<file path="src/rtl/tlbctl_pkg.sv">
// Shared types and constants for the DTLB miss controller and its entry array.
package tlbctl_pkg;

    typedef enum logic [1:0] {
        IDLE  = 2'd0,
        WALK  = 2'd1,
        FILL  = 2'd2,
        FAULT = 2'd3
    } tlb_state_e;

    localparam int PTE_V_BIT     = 15;
    localparam int PTE_W_BIT     = 14;
    localparam int PAGE_OFFSET_W = 12;
    localparam int VPN_W         = 4;

    localparam logic [1:0] CAUSE_INVALID = 2'b01;
    localparam logic [1:0] CAUSE_WPROT   = 2'b10;

    // Single-level table of 16-bit PTEs indexed by VPN; wraps modulo 2^16.
    function automatic logic [15:0] pte_addr(input logic [15:0] base,
                                             input logic [VPN_W-1:0] vpn);
        return base + {11'b0, vpn, 1'b0};
    endfunction

endpackage

</file>
<file path="src/rtl/tlb_miss_controller_tlb_array.sv">
// Fully-associative DTLB storage: parallel lookup, victim choice with
// round-robin fallback, single write port and whole-array flush.
module tlb_array
    import tlbctl_pkg::*;
#(
    parameter int TLB_ENTRIES = 4,
    parameter int PPN_W       = 8
)
(
    input  logic             clk,
    input  logic             reset,
    input  logic [VPN_W-1:0] lookup_vpn,
    output logic             hit,
    output logic             hit_w,
    output logic [PPN_W-1:0] hit_ppn,
    input  logic             wr_en,
    input  logic [VPN_W-1:0] wr_vpn,
    input  logic             wr_w,
    input  logic [PPN_W-1:0] wr_ppn,
    input  logic             flush
);

    localparam int IDX_W = $clog2(TLB_ENTRIES);

    logic [TLB_ENTRIES-1:0] valid_q, valid_d;
    logic [TLB_ENTRIES-1:0] w_q, w_d;
    logic [VPN_W-1:0]       vpn_q [TLB_ENTRIES];
    logic [VPN_W-1:0]       vpn_d [TLB_ENTRIES];
    logic [PPN_W-1:0]       ppn_q [TLB_ENTRIES];
    logic [PPN_W-1:0]       ppn_d [TLB_ENTRIES];
    logic [IDX_W-1:0]       rr_q, rr_d;
    logic [IDX_W-1:0]       hit_idx;
    logic [IDX_W-1:0]       victim;
    logic                   any_free;

    always_comb begin
        hit     = 1'b0;
        hit_idx = '0;
        for (int i = TLB_ENTRIES - 1; i >= 0; i--) begin
            if (valid_q[i] && (vpn_q[i] == lookup_vpn)) begin
                hit     = 1'b1;
                hit_idx = IDX_W'(i);
            end
        end
    end

    assign hit_w   = w_q[hit_idx];
    assign hit_ppn = ppn_q[hit_idx];

    always_comb begin
        any_free = 1'b0;
        victim   = rr_q;
        for (int i = TLB_ENTRIES - 1; i >= 0; i--) begin
            if (!valid_q[i]) begin
                any_free = 1'b1;
                victim   = IDX_W'(i);
            end
        end
    end

    // Flush clears before the write lands, so an entry filled on the same
    // edge survives; the victim is still chosen from pre-flush contents.
    always_comb begin
        valid_d = valid_q;
        w_d     = w_q;
        vpn_d   = vpn_q;
        ppn_d   = ppn_q;
        rr_d    = rr_q;
        if (wr_en) begin
            w_d[victim]   = wr_w;
            vpn_d[victim] = wr_vpn;
            ppn_d[victim] = wr_ppn;
            if (!any_free) begin
                rr_d = rr_q + IDX_W'(1);
            end
        end
        if (flush) begin
            valid_d = '0;
            rr_d    = '0;
        end
        if (wr_en) begin
            valid_d[victim] = 1'b1;
        end
    end

    always_ff @(posedge clk or negedge reset) begin
        if (!reset) begin
            valid_q <= '0;
            w_q     <= '0;
            rr_q    <= '0;
            for (int i = 0; i < TLB_ENTRIES; i++) begin
                vpn_q[i] <= '0;
                ppn_q[i] <= '0;
            end
        end else begin
            valid_q <= valid_d;
            w_q     <= w_d;
            rr_q    <= rr_d;
            vpn_q   <= vpn_d;
            ppn_q   <= ppn_d;
        end
    end

endmodule

</file>
<file path="src/rtl/tlb_miss_controller.sv">
// Data-side TLB lookup sequencer: hit translation, page-table walk on miss,
// fill and replay, fault reporting. Optional flush port via TLBCTL_FLUSH_EN.
//
// state | meaning
// IDLE  | translate in the request cycle; detect miss or write-protect
// WALK  | PTE read outstanding on the req/ack port
// FILL  | write walked PTE into the DTLB; replay hits next cycle
// FAULT | one-cycle exception pulse; stage drains the faulting op
module tlb_miss_controller
    import tlbctl_pkg::*;
#(
    parameter int TLB_ENTRIES = 4,
    parameter int PPN_W       = 8
)
(
    input  logic                   clk,
    input  logic                   reset,
`ifdef TLBCTL_FLUSH_EN
    input  logic                   tlb_flush,
`endif
    input  logic                   req_valid,
    input  logic                   req_is_store,
    input  logic [15:0]            req_vaddr,
    input  logic [2:0]             req_rob,
    input  logic [15:0]            ptbr,
    output logic                   enable_tlblookup,
    output logic                   xlat_valid,
    output logic [PPN_W+11:0]      xlat_paddr,
    output logic                   mem_req,
    output logic [15:0]            mem_addr,
    input  logic                   mem_ack,
    input  logic [15:0]            mem_rdata,
    output logic                   exc_valid,
    output logic [2:0]             exc_rob,
    output logic [1:0]             exc_cause
);

    tlb_state_e       state_q, state_d;
    logic [VPN_W-1:0] vpn_q, vpn_d;
    logic             store_q, store_d;
    logic [2:0]       rob_q, rob_d;
    logic             pte_w_q, pte_w_d;
    logic [PPN_W-1:0] pte_ppn_q, pte_ppn_d;
    logic             mem_req_q, mem_req_d;
    logic [15:0]      mem_addr_q, mem_addr_d;
    logic             exc_valid_q, exc_valid_d;
    logic [2:0]       exc_rob_q, exc_rob_d;
    logic [1:0]       exc_cause_q, exc_cause_d;

    logic [VPN_W-1:0] req_vpn;
    logic             tlb_hit, tlb_hit_w, tlb_wr_en, tlb_flush_int, wprot_hit;
    logic [PPN_W-1:0] tlb_hit_ppn;
    logic             unused_pte_bits;

    assign req_vpn         = req_vaddr[15:PAGE_OFFSET_W];
    assign wprot_hit       = req_is_store && !tlb_hit_w;
    assign unused_pte_bits = ^(mem_rdata[13:0] >> PPN_W);

    tlb_array #(
        .TLB_ENTRIES (TLB_ENTRIES),
        .PPN_W       (PPN_W)
    ) u_tlb (
        .clk        (clk),
        .reset      (reset),
        .lookup_vpn (req_vpn),
        .hit        (tlb_hit),
        .hit_w      (tlb_hit_w),
        .hit_ppn    (tlb_hit_ppn),
        .wr_en      (tlb_wr_en),
        .wr_vpn     (vpn_q),
        .wr_w       (pte_w_q),
        .wr_ppn     (pte_ppn_q),
        .flush      (tlb_flush_int)
    );

    always_comb begin
        state_d     = state_q;
        vpn_d       = vpn_q;
        store_d     = store_q;
        rob_d       = rob_q;
        pte_w_d     = pte_w_q;
        pte_ppn_d   = pte_ppn_q;
        mem_req_d   = mem_req_q;
        mem_addr_d  = mem_addr_q;
        exc_valid_d = 1'b0;
        exc_rob_d   = exc_rob_q;
        exc_cause_d = exc_cause_q;
        tlb_wr_en   = 1'b0;
        case (state_q)
            IDLE: begin
                if (req_valid) begin
                    if (tlb_hit) begin
                        if (wprot_hit) begin
                            state_d     = FAULT;
                            exc_valid_d = 1'b1;
                            exc_rob_d   = req_rob;
                            exc_cause_d = CAUSE_WPROT;
                        end
                    end else begin
                        vpn_d      = req_vpn;
                        store_d    = req_is_store;
                        rob_d      = req_rob;
                        mem_addr_d = pte_addr(ptbr, req_vpn);
                        mem_req_d  = 1'b1;
                        state_d    = WALK;
                    end
                end
            end
            WALK: begin
                if (mem_ack) begin
                    mem_req_d = 1'b0;
                    pte_w_d   = mem_rdata[PTE_W_BIT];
                    pte_ppn_d = mem_rdata[PPN_W-1:0];
                    if (!mem_rdata[PTE_V_BIT]) begin
                        state_d     = FAULT;
                        exc_valid_d = 1'b1;
                        exc_rob_d   = rob_q;
                        exc_cause_d = CAUSE_INVALID;
                    end else if (store_q && !mem_rdata[PTE_W_BIT]) begin
                        state_d     = FAULT;
                        exc_valid_d = 1'b1;
                        exc_rob_d   = rob_q;
                        exc_cause_d = CAUSE_WPROT;
                    end else begin
                        state_d = FILL;
                    end
                end
            end
            FILL: begin
                tlb_wr_en = 1'b1;
                state_d   = IDLE;
            end
            FAULT: begin
                state_d = IDLE;
            end
            default: begin
                state_d = IDLE;
            end
        endcase
    end

    always_ff @(posedge clk or negedge reset) begin
        if (!reset) begin
            state_q     <= IDLE;
            vpn_q       <= '0;
            store_q     <= 1'b0;
            rob_q       <= '0;
            pte_w_q     <= 1'b0;
            pte_ppn_q   <= '0;
            mem_req_q   <= 1'b0;
            mem_addr_q  <= '0;
            exc_valid_q <= 1'b0;
            exc_rob_q   <= '0;
            exc_cause_q <= '0;
        end else begin
            state_q     <= state_d;
            vpn_q       <= vpn_d;
            store_q     <= store_d;
            rob_q       <= rob_d;
            pte_w_q     <= pte_w_d;
            pte_ppn_q   <= pte_ppn_d;
            mem_req_q   <= mem_req_d;
            mem_addr_q  <= mem_addr_d;
            exc_valid_q <= exc_valid_d;
            exc_rob_q   <= exc_rob_d;
            exc_cause_q <= exc_cause_d;
        end
    end

`ifdef TLBCTL_FLUSH_EN
    logic flush_pend_q, flush_pend_d;

    // Flushes seen mid-miss are deferred to the FILL/FAULT exit edge.
    always_comb begin
        flush_pend_d  = flush_pend_q;
        tlb_flush_int = 1'b0;
        case (state_q)
            IDLE: begin
                tlb_flush_int = tlb_flush;
                flush_pend_d  = 1'b0;
            end
            WALK: begin
                flush_pend_d = flush_pend_q || tlb_flush;
            end
            default: begin
                tlb_flush_int = flush_pend_q || tlb_flush;
                flush_pend_d  = 1'b0;
            end
        endcase
    end

    always_ff @(posedge clk or negedge reset) begin
        if (!reset) begin
            flush_pend_q <= 1'b0;
        end else begin
            flush_pend_q <= flush_pend_d;
        end
    end
`else
    assign tlb_flush_int = 1'b0;
`endif

    always_comb begin
        xlat_valid = (state_q == IDLE) && req_valid && tlb_hit && !wprot_hit;
        xlat_paddr = xlat_valid ? {tlb_hit_ppn, req_vaddr[PAGE_OFFSET_W-1:0]} : '0;
        enable_tlblookup = 1'b1;
        case (state_q)
            IDLE:       enable_tlblookup = !req_valid || (tlb_hit && !wprot_hit);
            WALK, FILL: enable_tlblookup = 1'b0;
            default:    enable_tlblookup = 1'b1;
        endcase
        // Reset must release the stage even if a missing request is held.
        if (!reset) begin
            enable_tlblookup = 1'b1;
        end
    end

    assign mem_req   = mem_req_q;
    assign mem_addr  = mem_addr_q;
    assign exc_valid = exc_valid_q;
    assign exc_rob   = exc_rob_q;
    assign exc_cause = exc_cause_q;

endmodule

</file>
<file path="config.mk">
export PLATFORM = sky130hd
export DESIGN_NAME = tlb_miss_controller
export DESIGN_NICKNAME = d
export VERILOG_FILES = /design/src/rtl/tlbctl_pkg.sv /design/src/rtl/tlb_miss_controller_tlb_array.sv /design/src/rtl/tlb_miss_controller.sv
export SDC_FILE = /design/constraint.sdc
export NUM_CORES = 1
export LEC_CHECK = 0
export CAP_MARGIN = 25
export CORE_ASPECT_RATIO = 0.8
export CORE_MARGIN = 10
export CORE_UTILIZATION = 38
export DETAILED_ROUTE_END_ITERATION = 10
export GPL_TIMING_DRIVEN = 1
export PLACE_DENSITY_LB_ADDON = 0.3
export SLEW_MARGIN = 20
export SYNTH_ARGS = -nofsm -noshare
export SYNTH_HDL_FRONTEND = slang
export SYNTH_SLANG_ARGS = --single-unit
</file>
<file path="constraint.sdc">
create_clock -name clk -period 2.9 [get_ports clk]
set_clock_uncertainty 0.05 [all_clocks]
set_input_delay 0.29 -clock clk [delete_from_list [all_inputs] [get_ports clk]]
set_output_delay 0.29 -clock clk [all_outputs]
set_load 0.05 [all_outputs]
</file>
# [Yosys cells after proc, flatten, opt, wreduce, memory -nomap -nowiden]
# Index checks and enable logic that the tools add are counted.
# Widths: inputs -> output; s select.
[totals] ff_bits=100 latchBits=0 ramBits=0 mem_bits_ro=0 inputBits=56 output_inout_bits=45 word_cells=142 memories=0
[classes] add_sub_neg=2 multipliers=0 n_div=0 magnitude_cmp=6 n_eq_ne=14 shift=0 muxes=66 bitwise=5 n_reduce_logical=27
[op_table] op="$mux 2" count=18
[op_table] op="$bwmux 32" count=1
[op_table] op="$mux 8" count=3
[op_table] op="$mux 1" count=23
[op_table] op="$mux 20" count=1
[op_table] op="$mux 3" count=6
[op_table] op="$add 16x5->16" count=1
[op_table] op="$bmux 8 s2" count=1
[op_table] op="$bwmux 16" count=1
[op_table] op="$demux 8 s2" count=1
[op_table] op="$eq 4x4->1" count=4
[op_table] op="$logic_and 1x1->1" count=12
[op_table] op="$ne 2x2->1 const B" count=5
[op_table] op="$demux 4 s2" count=1
[op_table] op="$ge 3x3->1 const B" count=2
[op_table] op="$lt 2x3->1 const B" count=2
[op_table] op="$ne 3x3->1 const B" count=2
[op_table] op="$not 2->3" count=2
[op_table] op="$pmux 1 s2" count=3
[op_table] op="$pmux 2 s3" count=1
[op_table] op="$pmux 3 s2" count=1
[op_table] op="$reduce_and 3->1" count=2
[op_table] op="$reduce_and 6->1" count=1
[op_table] op="$bwmux 4" count=1
[op_table] op="other kinds (18)" count=25

# [Longest topological paths before layout]
# Gate-level depths: netlist of the first run.
[depth] ltp_word=15 mapped_depth=9 ltp_nobuf=9

# [By module]
# Synthesis of the first run repeated with hierarchy kept, for this count alone.
[unflattened] hier_cells=414 hier_area_um2=4885.9
[by_module_without_submodules] module="tlb_array" instances=1 cells_per_inst=204 area_each_um2=2662.6 seq_area_each_um2=1451.4
[by_module_without_submodules] module="tlb_miss_controller" instances=1 cells_per_inst=210 area_each_um2=2223.4 seq_area_each_um2=1051.0

# [Worst setup path before layout of the first run]
# OpenSTA, ideal clock, no wires.
[synth_path] path_kind="in2out" start="input req_vaddr[12]" end="output xlat_paddr[12]" t_arrival_ps=3282 t_required_ps=2560 slack_ps=-722 stages=8 path_buffers=2 path_cell_list="buf_4 -> xor2_1 -> nor3_4 -> and2_4 -> o211ai_4 -> buf_6 -> a211oi_1 -> a2111oi_1"
[synth_between] elab_chain_len=13 elab_cells_between_ends=28 classes_between="4 x eq/ne; 14 x mux; 1 x bitwise; 9 x reduce/logical"
[synth_lines] item="start: declaration" line_no="tlb_miss_controller.sv:23" source="input logic [15:0] req_vaddr,"
[synth_lines] item="$eq 4x4->1" line_no="tlb_miss_controller_tlb_array.sv:40" source="if (valid_q[i] && (vpn_q[i] == lookup_vpn)) begin"
[synth_lines] item="$logic_and 1x1->1" line_no="tlb_miss_controller_tlb_array.sv:40"
[synth_lines] item="$mux 2 (4 in series)" line_no="tlb_miss_controller_tlb_array.sv:40"
[synth_lines] item="$bmux 1 s2" line_no="tlb_miss_controller_tlb_array.sv:47" source="assign hit_w = w_q[hit_idx];"
[synth_lines] item="$mux 1 (not written as such)" line_no="tlb_miss_controller_tlb_array.sv:47"
[synth_lines] item="$logic_not 1->1" line_no="tlb_miss_controller.sv:56" source="assign wprot_hit = req_is_store && !tlb_hit_w;"
[synth_lines] item="$logic_and 1x1->1" line_no="tlb_miss_controller.sv:56"
[synth_lines] item="$logic_not 1->1" line_no="tlb_miss_controller.sv:204" source="xlat_valid = (state_q == IDLE) && req_valid && tlb_hit && !wprot_hit;"
[synth_lines] item="$logic_and 1x1->1" line_no="tlb_miss_controller.sv:204"
[synth_lines] item="$mux 20 (*)" line_no="tlb_miss_controller.sv:205" source="xlat_paddr = xlat_valid ? {tlb_hit_ppn, req_vaddr[PAGE_OFFSET_W-1:0]} : '0;"
[synth_lines] item="end: declaration" line_no="tlb_miss_controller.sv:28" source="output logic [PPN_W+11:0] xlat_paddr,"
# Every way passes the cells marked *; elsewhere a longest branch is shown, timed or not. The select of a mux whose other input is x is not followed.

# [Final worst setup path of the first run]
[layout_path] start="register u_tlb.vpn_q[4] (netlist bit)" end="output xlat_paddr[16]"
[layout_between] elab_chain_len=12 elab_cells_between_ends=20 classes_between="1 x eq/ne; 12 x mux; 1 x bitwise; 6 x reduce/logical"
[layout_lines] item="start: declaration" line_no="tlb_miss_controller_tlb_array.sv:27" source="logic [VPN_W-1:0] vpn_q [TLB_ENTRIES];"
[layout_lines] item="start signal: assignment" line_no="tlb_miss_controller_tlb_array.sv:99" source="vpn_q <= vpn_d;"
[layout_lines] item="$eq 4x4->1 (*)" line_no="tlb_miss_controller_tlb_array.sv:40"
[layout_lines] item="$logic_and 1x1->1 (*)" line_no="tlb_miss_controller_tlb_array.sv:40"
[layout_lines] item="$mux 2 (3 in series)" line_no="tlb_miss_controller_tlb_array.sv:40"
[layout_lines] item="$bmux 1 s2" line_no="tlb_miss_controller_tlb_array.sv:47"
[layout_lines] item="$mux 1 (not written as such)" line_no="tlb_miss_controller_tlb_array.sv:47"
[layout_lines] item="$logic_not 1->1" line_no="tlb_miss_controller.sv:56"
[layout_lines] item="$logic_and 1x1->1" line_no="tlb_miss_controller.sv:56"
[layout_lines] item="$logic_not 1->1" line_no="tlb_miss_controller.sv:204"
[layout_lines] item="$logic_and 1x1->1" line_no="tlb_miss_controller.sv:204"
[layout_lines] item="$mux 20 (*)" line_no="tlb_miss_controller.sv:205"
# Marks and branches as above.

==> results of run 1 <==
-- worst max-delay path, stage by stage (launching register included) --
cell       delay [ns]
dfrtp_1          0.41
xor2_2           0.19
nor3_4           0.06
buf_6            0.13
and3b_2          0.23
o311ai_4         0.34
a21boi_4         0.16
clkbuf_16        0.22
a2111oi_4        0.26
clkbuf_16        0.24
-- cell usage after synthesis (6+ instances only) --
| master | instances | area (µm²) |
|---|---|---|
| nand3_1 | 20 | 100 |
| xor2_1 | 11 | 96.3 |
| o2111a_1 | 8 | 90.1 |
| nor2_1 | 10 | 37.5 |
| o21ai_0 | 17 | 85.1 |
| mux2i_1 | 8 | 80.1 |
| a211oi_1 | 11 | 82.6 |
| buf_6 | 6 | 67.6 |
| ha_1 | 7 | 87.6 |
| inv_1 | 11 | 41.3 |
| nand2_1 | 11 | 41.3 |
| dfrtp_1 | 100 | 2500 |
| buf_2 | 7 | 35.0 |
| nor2b_1 | 8 | 50.1 |
| nor3b_1 | 17 | 128 |
| mux2_2 | 80 | 901 |
| clkbuf_1 | 9 | 33.8 |
| xnor2_1 | 18 | 158 |
-- cell families after synthesis --
family | share of synthesized area, %
AOI/OAI and AO/OA | 13.6
xor gates and xnor gates | 5.27
adders and majority gates | 1.98
buffers and inverters | 3.75
DFF | 46.0
muxes | 18.0
and+or+nand+nor | 11.3
-- layout make-up --
type	count	share of cell area [%]
Sequential cell	100	31.1
Inverter	11	0.513
Tap cell	184	2.86
Clock inverter	6	0.870
Clock buffer	10	2.84
Multi-Input combinational cell	307	38.6
Timing Repair Buffer	164	23.2
-- state kept, by name (all words and copies together), names as in the netlist --
name and cells:
state_q 2, u_tlb.vpn_q 16, u_tlb.w_q 4, rob_q 3, exc_valid 1, mem_addr 16, vpn_q 4, exc_cause 2
pte_w_q 1, exc_rob 3, u_tlb.ppn_q 32, u_tlb.valid_q 4, pte_ppn_q 8, mem_req 1, store_q 1, u_tlb.rr_q 2
-- path summary, 6_finish.rpt --
check,from,endpoint,slack [ns],depth (start not counted)
worst max-delay path,u_tlb.vpn_q[4]$_DFFE_PN0P_,xlat_paddr[16],-0.05,9
worst min-delay path,reset,u_tlb.ppn_q[12]$_DFFE_PN0P_,0.003,2
worst max register to register,state_q[0]$_DFFE_PN0P_,exc_cause[0]$_DFFE_PN0P_,0.51,9
worst min register to register,u_tlb.rr_q[1]$_DFFE_PN0P_,u_tlb.rr_q[1]$_DFFE_PN0P_,0.43,1
max in group asynchronous,reset,exc_cause[1]$_DFFE_PN0P_,2.37,2
min in group clk,req_vaddr[15],vpn_q[3]$_DFFE_PN0P_,0.36,3
-- metrics by stage --
stage          area (µm²)  setup WS [ns]  hold WS, ns
2_1_floorplan        5530         -0.327      -0.0556
6_report             8050        -0.0474      0.00335
5_1_grt              8050         -0.133       0.0527
4_1_cts              7760        -0.0936       0.0372
3_5_place_dp         7240         -0.253        0.420
3_3_place_gp         7240         -0.239        0.414
-- power by group through the flow --
stage	Sequential [mW]	Combinational [mW]	Clock, mW
detailed placement	2.53	4.10	0
floorplan	2.90	2.25	0
CTS	2.52	4.40	1.25
global route	2.63	4.94	1.30
finish	2.54	4.62	1.22
global placement	2.49	3.99	0
-- what timing repair did --
| item | CTS | global route |
|---|---|---|
| gates cloned | 2 | 3 |
| gates resized for setup | 33 | 34 |
| pin swaps | 24 | 13 |
| buffers inserted | 5 | 6 |
| setup endpoints to repair | 21 | 22 |
-- routing by layer --
layer / part of all wire, % / up-vias / track usage [%]
met5: 0 / - / 0
met4: 1.0 / 0 / 4.27
met3: 4.1 / 13 / 3.72
met2: 51 / 72 / 25.3
met1: 44 / 2114 / 19.3
li1: - / 1950 / -
==> metrics.csv, run 1 <==
metric;value;unit
status;finished with violations;
failed_checks;negative setup slack;
startpoint_type;flop;
grt_pass1_vias;4426;
rsz0062_at_grt;true;
critPathMaxFanout;9;
synth_edf_count;0;
finalCritPeriodShare;102;%
worst_ep_arrival_time;2.61;ns
period_needed;2.95;ns
syn_area;5440;µm²
coreArea;14200;µm²
numCtsBuffers;9;
multiInputGateArea;3110;µm²
holdBufCountCts;0;
synth_ff_type;dfrtp_1;
hold_viol_final;0;
worstSetupEndpointType;output pin;
final_core_util;56.9;%
avgViaCountPerCell;5.31;
drt-total-wl;15200;µm
fin_cells;782;
mostFrequentLayoutCell;dfrtp_1;
diodes;0;
grt_pass1_wl;24100;µm
wl_per_cell;19.5;µm
pwr-share-seq;30.3;%
max_freq;339;MHz
clkLatencyLatePin;0.35;ns
dr.pass1.iters;4;
drt_iter0_drc;251;
grt_use_total;15.2;%
totalPowerFinal;8.38;mW
route.vias.total;4149;
initial_utilization;38.4;%
grt_max_degree;101;
yosys_warnings;0;
min_path_type;input port to async pin;
synth-seq-cells;100;
syn2layout_area_growth;48.1;%
drc;0;
finalWorstSetupSlack;-0.0474;ns
dieArea;19500;µm²
syn_area_per_cell;12.2;µm²
leakagePower;3.34;nW
swShare;41.4;%
fillCellCount;1129;
cap_violations;0;
ir_worst_vdd;0.000493;V
clkTransAtPathRegs;0.07;ns
final-setup-viol-count;6;
synthArstFlopShare;100;%
slew_headroom;56.2;%
cts_buffer_depth;2;
crit_required;2.56;ns
antenna_found_initial;0;
ant_nets;0;
synth_cell_types;64;
fin_setup_tns;-0.167;ns
finalNetCount;657;
drv_slew;0;
die_x;154;µm
syn_nets;508;
power.density;1040;nW/µm²
root_buffer;clkbuf_16;
synthCells;444;
io_buffers;94;
pin_count;101;
p_int;4.91;mW
place_inst;753;
grt_remaining_overflow;0;
clock_sinks;100;
yosysSeqAreaShare;46.0;%
drive_above_1_share;41.8;%
worst_pin_slew;0.655;ns
dp_hpwl;10600;µm
combPwrFrac;55.2;%
htreeDepth;3;
rows;39;
cts_tree;built;
p_sw;3.47;mW
gp_congestion;0.851;
final_cell_mix;dfrtp_1, mux2_2, clkdlybuf4s50_1;
clockPowerShare;14.6;%
worstSetupPathType;flop to output pin;
die_h;127;µm
seqCellArea;2500;µm²
(Power assumes the default switching activity.)
==> run 2: changes to the inputs <==
- SYNTH_HIERARCHICAL: default -> 1
==> metrics.csv, run 2 <==
metric;value;unit;change
yosys_warnings;6;;was 0
cap_violations;0;;unchanged
grt_remaining_overflow;0;;unchanged
final-setup-viol-count;22;;was 6
rows;36;;was 39
final_core_util;56.0;%;was 56.9%
die_h;121;µm;was 127 µm
clkLatencyLatePin;0.34;ns;was 0.35 ns
gp_congestion;0.762;;was 0.851
drive_above_1_share;33.3;%;was 41.8%
syn2layout_area_growth;41.9;%;was 48.1%
synth_area_leaders;dfrtp_1, mux2_2, xor2_1;;was dfrtp_1, mux2_2, xnor2_1
holdBufCountCts;0;;unchanged
worstSetupEndpointType;output pin;;unchanged
yosysMostFrequentCell;dfrtp_1;;unchanged
dieArea;17800;µm²;was 19500 µm²
grt_use_total;13.6;%;was 15.2%
min_path_type;input port to async pin;;unchanged
largest_reg_flops;32;;unchanged
period_needed;3.12;ns;was 2.95 ns
final_cell_mix;dfrtp_1, mux2_2, clkdlybuf4s50_1;;unchanged
worst_ep_arrival_time;2.78;ns;was 2.61 ns
place_inst;701;;was 753
critPathMaxFanout;18;;was 9
grt_max_degree;101;;unchanged
top_register;u_tlb/ppn_q;;was u_tlb.ppn_q
finalCritPeriodShare;108;%;was 102%
root_buffer;clkbuf_16;;unchanged
p_sw;2.37;mW;was 3.47 mW
syn_area;4890;µm²;was 5440 µm²
ir_worst_vdd;0.000522;V;was 0.000493 V
cpLargestDelayFamily;simple AND/OR/NAND/NOR gates;;was compound AO/OA/AOI/OAI gates
cts_buffer_depth;2;;unchanged
yosysTopAreaCellShare;51.2;%;was 46.0%
grt_pass1_vias;3843;;was 4426
power.density;928;nW/µm²;was 1040 nW/µm²
fin_cells;718;;was 782
yosys.area.top_type;dfrtp_1;;unchanged
failed_checks;negative setup slack;;unchanged
synthCells;414;;was 444
slew_headroom;46.7;%;was 56.2%
dr.pass1.iters;4;;unchanged
crit_required;2.56;ns;about the same
finalNetCount;607;;was 657
avgViaCountPerCell;5.01;;was 5.31
clkTransAtPathRegs;0.07;ns;about the same
synthArstFlopShare;100;%;unchanged
route.vias.total;3598;;was 4149
ant_nets;0;;unchanged
status;finished with violations;;unchanged
max_freq;320;MHz;was 339 MHz
finalWorstSetupSlack;-0.225;ns;was -0.0474 ns
wl_per_cell;16.7;µm;was 19.5 µm
wl_met1;5570;µm;was 6750 µm
synth_edf_count;0;;unchanged
synth-seq-cells;100;;unchanged
swShare;36.8;%;was 41.4%
synthTopCellsByCount;dfrtp_1, mux2_2, nand2_1;;was dfrtp_1, mux2_2, nand3_1
slowest_delay;0.59;ns;was 0.41 ns
crit_buf_inv;3;;unchanged
synth_ff_type;dfrtp_1;;unchanged
cts_tree;built;;unchanged
crit_top_cell;buf_12;;was clkbuf_16
die_x;147;µm;was 154 µm
drt_iter0_drc;214;;was 251
route.met3.wl;634;µm;was 627 µm
numCtsBuffers;9;;unchanged
htreeDepth;3;;unchanged
diodes;0;;unchanged
startpoint_type;input port;;was flop
drv_slew;0;;unchanged
dp_slack;-0.495;ns;was -0.253 ns
dp_hpwl;8890;µm;was 10600 µm
syn_area_per_cell;11.8;µm²;was 12.2 µm²
clock_sinks;100;;unchanged
grt_pass1_wl;19900;µm;was 24100 µm
maxUsedRoutingLayer;met4;;unchanged
worstSetupPathType;input port to output pin;;was flop to output pin
crit_chain;clkdlybuf4s50_1 > nand2b_1 > o2111ai_1 > or4_4 > a31oi_4 > o22ai_1 > nor2_1 > nand2b_4 > nand2_4 > nor3_4 > buf_12 > and2_4 > buf_12;;was xor2_2 > nor3_4 > buf_6 > and3b_2 > o311ai_4 > a21boi_4 > clkbuf_16 > a2111oi_4 > clkbuf_16
initial_utilization;39.4;%;was 38.4%
coreArea;12400;µm²;was 14200 µm²
antenna_found_initial;0;;unchanged
combPwrFrac;41.3;%;was 55.2%
hold_viol_final;0;;unchanged
drc;0;;unchanged
io_buffers;94;;unchanged
clockPowerShare;20.4;%;was 14.6%
yosysSeqAreaShare;51.2;%;was 46.0%
worst_pin_slew;0.800;ns;was 0.655 ns
drt-total-wl;12000;µm;was 15200 µm
synth_cell_types;53;;was 64
pwr-share-seq;38.4;%;was 30.3%
p_int;4.07;mW;was 4.91 mW
mostFrequentLayoutCell;dfrtp_1;;unchanged
cp_slowest_cell;or4_4;;was dfrtp_1
leakagePower;3.08;nW;was 3.34 nW
pin_count;101;;unchanged
rsz0062_at_grt;true;;unchanged
wl_met2;5550;µm;was 7690 µm
==> run 2: changes by cell type after synthesis, moves of 8 or more <==
cell	change
xor2_1	+8
mux2_2	-9
o32ai_1	+9
o2111a_1	-8
nor3b_1	-17
nand3_1	-13
xnor2_1	-9
and2_1	+19
o22ai_1	+8
a211oi_1	-10
nand2_1	+16
==> run 2: stage by stage <==
step                TNS, ns  instance area, µm²  hold slack, ns  total power, mW
floorplan                 0                4980         -0.0556             4.20
global placement     -11.37                6570           0.381             5.03
detailed placement   -13.79                6570           0.390             5.14
CTS                   -4.74                6930          0.0201             6.50
global route          -7.94                6930          0.0420             6.83
finish                -4.79                6930         0.00498             6.44
==> run 2: cell families (layout without fill, tap and decap cells) <==
group / after synthesis / after routing / share of synthesized area, %
DFF: 100 / 100 / 51.2
and+or+nand+nor: 97 / 97 / 10.6
AOI/OAI and AO/OA: 75 / 75 / 10.6
muxes: 75 / 75 / 17.3
buffers and inverters: 29 / 158 / 2.74
xor gates and xnor gates: 28 / 28 / 5.02
adders and majority gates: 9 / 9 / 2.46
other: 1 / 5 / 0.0768
==> run 2: layout make-up <==
| type | instances | area (µm²) |
|---|---|---|
| clock inverters | 6 | 92.6 |
| fillers | 1037 | 5450 |
| clock buffers | 10 | 239 |
| inverters | 13 | 48.8 |
| well taps | 171 | 214 |
| repair buffers | 129 | 1470 |
| flip-flops and latches | 100 | 2500 |
| multi-input cells | 289 | 2360 |
==> run 2: path summary, 6_finish.rpt <==
kind / cells after the start / slack (ns) / startpoint / to
setup reg to reg: 12 / 0.20 / u_tlb/vpn_q[8]$_DFFE_PN0P_ / exc_rob[1]$_DFFE_PN0P_
hold reg to reg: 2 / 0.43 / mem_addr[6]$_DFFE_PN0P_ / mem_addr[6]$_DFFE_PN0P_
setup / recovery: 13 / -0.22 / req_vaddr[13] / xlat_paddr[6]
max in group asynchronous: 2 / 2.43 / reset / u_tlb/w_q[1]$_DFFE_PN0P_
hold / removal: 2 / 0.005 / reset / u_tlb/vpn_q[1]$_DFFE_PN0P_
min in group clk: 2 / 0.42 / req_vaddr[12] / vpn_q[0]$_DFFE_PN0P_
==> run 2: layer usage <==
layer  GRT usage, %  vias to the layer above
li1               -                     1733
met1           17.1                     1756
met2           21.8                       95
met3           3.88                       14
met4           4.87                        0
met5              0                        -
==> run 2: repair_timing <==
item | in CTS | in global routing
hold endpoints to repair | 0 | 0
setup endpoints to repair | 22 | 22
pin swaps | 2 | 0
buffers inserted | 0 | 1
resized for setup | 10 | 0
==> run 2: power groups by stage <==
stage	clock, mW	sequential, mW	combinational, mW
floorplan	0	2.88	1.32
global placement	0	2.44	2.59
detailed placement	0	2.48	2.66
CTS	1.35	2.47	2.68
global route	1.40	2.56	2.87
finish	1.31	2.47	2.66
==> run 3: changes to the inputs <==
- SKIP_CTS_REPAIR_TIMING: default -> 1
==> metrics.csv, run 3 (synthesized netlist as in run 2, its figures left out) <==
metric;value;unit;change
startpoint_type;flop;;was input port
grt_max_degree;101;;unchanged
critPathMaxFanout;5;;was 18
initial_utilization;39.4;%;unchanged
worstSetupEndpointType;output pin;;unchanged
rsz0062_at_grt;true;;unchanged
maxUsedRoutingLayer;met4;;unchanged
worst_ep_arrival_time;2.88;ns;was 2.78 ns
min_path_type;input port to async pin;;unchanged
root_buffer;clkbuf_16;;unchanged
route.vias.total;3609;;was 3598
ant_nets;0;;unchanged
finalCritPeriodShare;111;%;was 108%
rows;36;;unchanged
pin_count;101;;unchanged
top_register;u_tlb/ppn_q;;unchanged
drive_above_1_share;33.6;%;was 33.3%
hold_viol_final;1;;was 0
antenna_found_initial;0;;unchanged
final_cell_mix;dfrtp_1, mux2_2, clkdlybuf4s50_1;;unchanged
route.met3.wl;582;µm;was 634 µm
r2r-start;u_tlb/vpn_q[8]$_DFFE_PN0P_;;unchanged
drt-total-wl;12100;µm;was 12000 µm
slew_headroom;46.9;%;was 46.7%
cap_violations;0;;unchanged
clock_sinks;100;;unchanged
mostFrequentLayoutCell;dfrtp_1;;unchanged
avgViaCountPerCell;5.01;;about the same
worstSetupPathType;flop to output pin;;was input port to output pin
grt_use_total;13.4;%;was 13.6%
drt_iter0_drc;225;;was 214
finalWorstSetupSlack;-0.323;ns;was -0.225 ns
dr.pass1.iters;4;;unchanged
place_inst;701;;unchanged
fin_cells;721;;was 718
totalPowerFinal;6.44;mW;about the same
period_needed;3.22;ns;was 3.12 ns
die_x;147;µm;unchanged
syn2layout_area_growth;43.0;%;was 41.9%
clkLatencyLatePin;0.34;ns;about the same
cts_buffer_depth;2;;unchanged
finalNetCount;610;;was 607
drv_slew;0;;unchanged
die_h;121;µm;unchanged
grt_remaining_overflow;0;;unchanged
leakagePower;3.12;nW;was 3.08 nW
worst_pin_slew;0.797;ns;was 0.800 ns
grt_pass1_wl;19600;µm;was 19900 µm
wl_per_cell;16.8;µm;was 16.7 µm
crit_path_start;u_tlb/vpn_q[8]$_DFFE_PN0P_;;was req_vaddr[13]
io_buffers;94;;unchanged
htreeDepth;3;;unchanged
status;finished with violations;;unchanged
largest_reg_flops;32;;unchanged
gp_congestion;0.762;;unchanged
clkTransAtPathRegs;0.07;ns;about the same
ir_worst_vdd;0.000521;V;was 0.000522 V
worst_hold_slack;-0.00171;ns;was 0.00498 ns
dp_hpwl;8890;µm;unchanged
numCtsBuffers;9;;unchanged
wl_met1;5600;µm;was 5570 µm
grt_pass1_vias;3823;;was 3843
failed_checks;negative hold slack, negative setup slack;;was negative setup slack
dp_slack;-0.495;ns;unchanged
dieArea;17800;µm²;unchanged
wl_met2;5690;µm;was 5550 µm
crit_required;2.56;ns;about the same
diodes;0;;unchanged
power.density;922;nW/µm²;was 928 nW/µm²
cts_tree;built;;unchanged
max_freq;310;MHz;was 320 MHz
final-setup-viol-count;22;;unchanged
coreArea;12400;µm²;unchanged
drc;0;;unchanged
[run 3: path summary, 6_finish.rpt]
check                                              end  slack [ns]  depth (start not counted)
setup / recovery                         xlat_paddr[2]       -0.32                         13
hold / removal                u_tlb/w_q[3]$_DFFE_PN0P_      -0.002                          2
setup reg to reg              exc_cause[0]$_DFFE_PN0P_        0.20                         11
hold reg to reg                mem_addr[6]$_DFFE_PN0P_        0.43                          2
max in group asynchronous  u_tlb/ppn_q[15]$_DFFE_PN0P_        2.41                          2
min in group clk                  vpn_q[0]$_DFFE_PN0P_        0.31                          2
[run 3: layer usage]
| metal | up-vias | track usage, % |
|---|---|---|
| met1 | 1773 | 17.0 |
| met4 | 0 | 4.87 |
| met5 | - | 0 |
| met3 | 14 | 3.88 |
| li1 | 1738 | - |
| met2 | 84 | 21.6 |
[run 3: critical path, stage by stage (launching register included)]
cell       delay [ns]
dfrtp_1          0.39
a22o_1           0.21
or4_4            0.58
buf_4            0.16
nand2b_4         0.13
o32ai_1          0.11
nor2_1           0.08
nand2b_4         0.15
nand2_4          0.09
nor3_4           0.05
buf_6            0.14
clkbuf_16        0.14
and2_4           0.16
buf_12           0.14
[run 3: final cells by class]
class,count,area (µm²)
fillers,1035,5400
multi-input cells,289,2360
inverters,13,48.8
well taps,171,214
clock buffers,10,239
flip-flops and latches,100,2500
clock inverters,6,92.6
repair buffers,132,1530
[run 3: report_power, final]
| group | total [mW] | switching, mW | internal (mW) |
|---|---|---|---|
| logic | 2.66 | 1.41 | 1.25 |
| clock network | 1.31 | 0.526 | 0.786 |
| registers | 2.47 | 0.433 | 2.04 |
| total | 6.44 | 2.37 | 4.07 |
[run 3: stage by stage]
stage               util [%]  instance area, µm²  TNS [ns]
floorplan                  -                4980         0
global route            56.4                6990     -9.46
detailed placement      53.0                6570    -13.79
global placement        53.0                6570    -11.37
CTS                     55.7                6900     -9.98
finish                  56.4                6990     -6.35
==> RTL edit: new RTL, settings of run 2 <==
Build with the macro `TLBCTL_FLUSH_EN` defined.
--- a/src/rtl/tlb_miss_controller.sv
+++ b/src/rtl/tlb_miss_controller.sv
@@ -6,6 +6,8 @@
 // WALK  | PTE read outstanding on the req/ack port
 // FILL  | write walked PTE into the DTLB; replay hits next cycle
 // FAULT | one-cycle exception pulse; stage drains the faulting op
+`define TLBCTL_FLUSH_EN
+
 module tlb_miss_controller
     import tlbctl_pkg::*;
 #(
Ports: changed (added tlb_flush); port bits go from 101 to 102. No check against the original RTL was run, so the function may have changed too.
==> RTL edit against run 2 <==
  * The run ends with hold timing, setup timing left
  * Wire length barely moved
  * Worst setup slack got worse by 0.018 ns
  * Cell count is 0.97% lower
  * Global-route usage is essentially flat
  * Power down 4.5%
  * Final area is 0.78% higher
  * Sequential cell count increased by 1
  * Synthesized cell count fell by 0.72%
  * Synthesized area is 2.5% higher
  * Critical endpoint is now enable_tlblookup
==> RTL edit: results (changes against run 2) <==
{
  "grt_max_degree": {"value": 102, "change": "was 101"},
  "grt_antenna_before_repair": {"value": 1, "change": "was 0"},
  "setup_viol": {"value": 22, "change": "unchanged"},
  "whs": {"value": -0.0207, "unit": "ns", "change": "was 0.00498 ns"},
  "vias_in_the_first_global_route": {"value": 3711, "change": "was 3843"},
  "postLayoutSetupSlackWorst": {"value": -0.243, "unit": "ns", "change": "was -0.225 ns"},
  "place_congestion": {"value": 0.806, "change": "was 0.762"},
  "vdd_drop_max": {"value": 0.479, "unit": "mV", "change": "was 0.522 mV"},
  "timing.critical_path.fanout_max": {"value": 3, "change": "was 18"},
  "layout-drive-gt1-share": {"value": 0.327, "change": "was 0.333"},
  "report.final.hold_viol_count": {"value": 6, "change": "was 0"},
  "routedLengthMet1": {"value": 5510, "unit": "um", "change": "was 5570 um"},
  "timing_endpoint_of_the_critical_path": {"value": "enable_tlblookup", "change": "was xlat_paddr[6]"},
  "r2r-end": {"value": "state_q[1]", "change": "was exc_rob[1]"},
  "violations_in_the_final_reports": {"value": "hold timing, setup timing", "change": "was setup timing"},
  "detailed_place_hpwl": {"value": 8860, "unit": "um", "change": "was 8890 um"},
  "switching_power": {"value": 2.28, "unit": "mW", "change": "was 2.37 mW"},
  "setup_tns": {"value": -4.88, "unit": "ns", "change": "was -4.79 ns"},
  "num-nets-final": {"value": 597, "change": "was 607"},
  "num-fill-cells": {"value": 1101, "change": "was 1037"},
  "place_area": {"value": 6590, "unit": "um^2", "change": "was 6570 um^2"},
  "portBuffers": {"value": 95, "change": "was 94"},
  "crit_slowest_cell": {"value": "sky130_fd_sc_hd__dfrtp_1", "change": "was sky130_fd_sc_hd__or4_4"},
  "worst_setup_slack_post_dpl": {"value": -0.510, "unit": "ns", "change": "was -0.495 ns"},
  "detailroute.wirelength.met3": {"value": 526, "unit": "um", "change": "was 634 um"},
  "outcome": {"value": "finished with violations", "change": "unchanged"},
  "final_cell_count_no_fill": {"value": 711, "change": "was 718"},
  "worst_r2r_startpoint": {"value": "u_tlb/vpn_q[2]", "change": "was u_tlb/vpn_q[8]"},
  "groute.layer.met2.usage": {"value": 0.222, "change": "was 0.218"},
  "ys_top_cells_by_count": {"value": "sky130_fd_sc_hd__dfrtp_1 (101), sky130_fd_sc_hd__mux2_2 (68), sky130_fd_sc_hd__mux2i_1 (30)", "change": "was sky130_fd_sc_hd__dfrtp_1 (100), sky130_fd_sc_hd__mux2_2 (71), sky130_fd_sc_hd__nand2_1 (27)"},
  "grtUsageTotal": {"value": 0.135, "change": "was 0.136"}
}
RTL edit: power groups by stage:
stage / Combinational, mW / Clock [mW] / Sequential, mW
after floorplan: 1.24 / 0 / 2.75
after CTS: 2.57 / 1.33 / 2.31
final: 2.55 / 1.28 / 2.31
after detailed placement: 2.54 / 0 / 2.34
after global placement: 2.49 / 0 / 2.30
after global routing: 2.75 / 1.40 / 2.39
RTL edit: final cells by class:
cell class	instances	area, um^2	area share
well taps	175	219	0.0313
repair buffers	123	1410	0.201
clock buffers	10	239	0.0342
inverters	11	41.3	0.00591
multi-input cells	285	2470	0.353
clock inverters	5	83.8	0.0120
flip-flops and latches	101	2530	0.362
diodes	1	2.50	0.000358
RTL edit: cells by family after synthesis:
family,Yosys count,synth area share
AOI/OAI and AO/OA,56,0.0732
xor gates and xnor gates,31,0.0542
adders and majority gates,9,0.0240
buffers and inverters,25,0.0260
DFF,101,0.505
muxes,102,0.223
and+or+nand+nor,87,0.0952
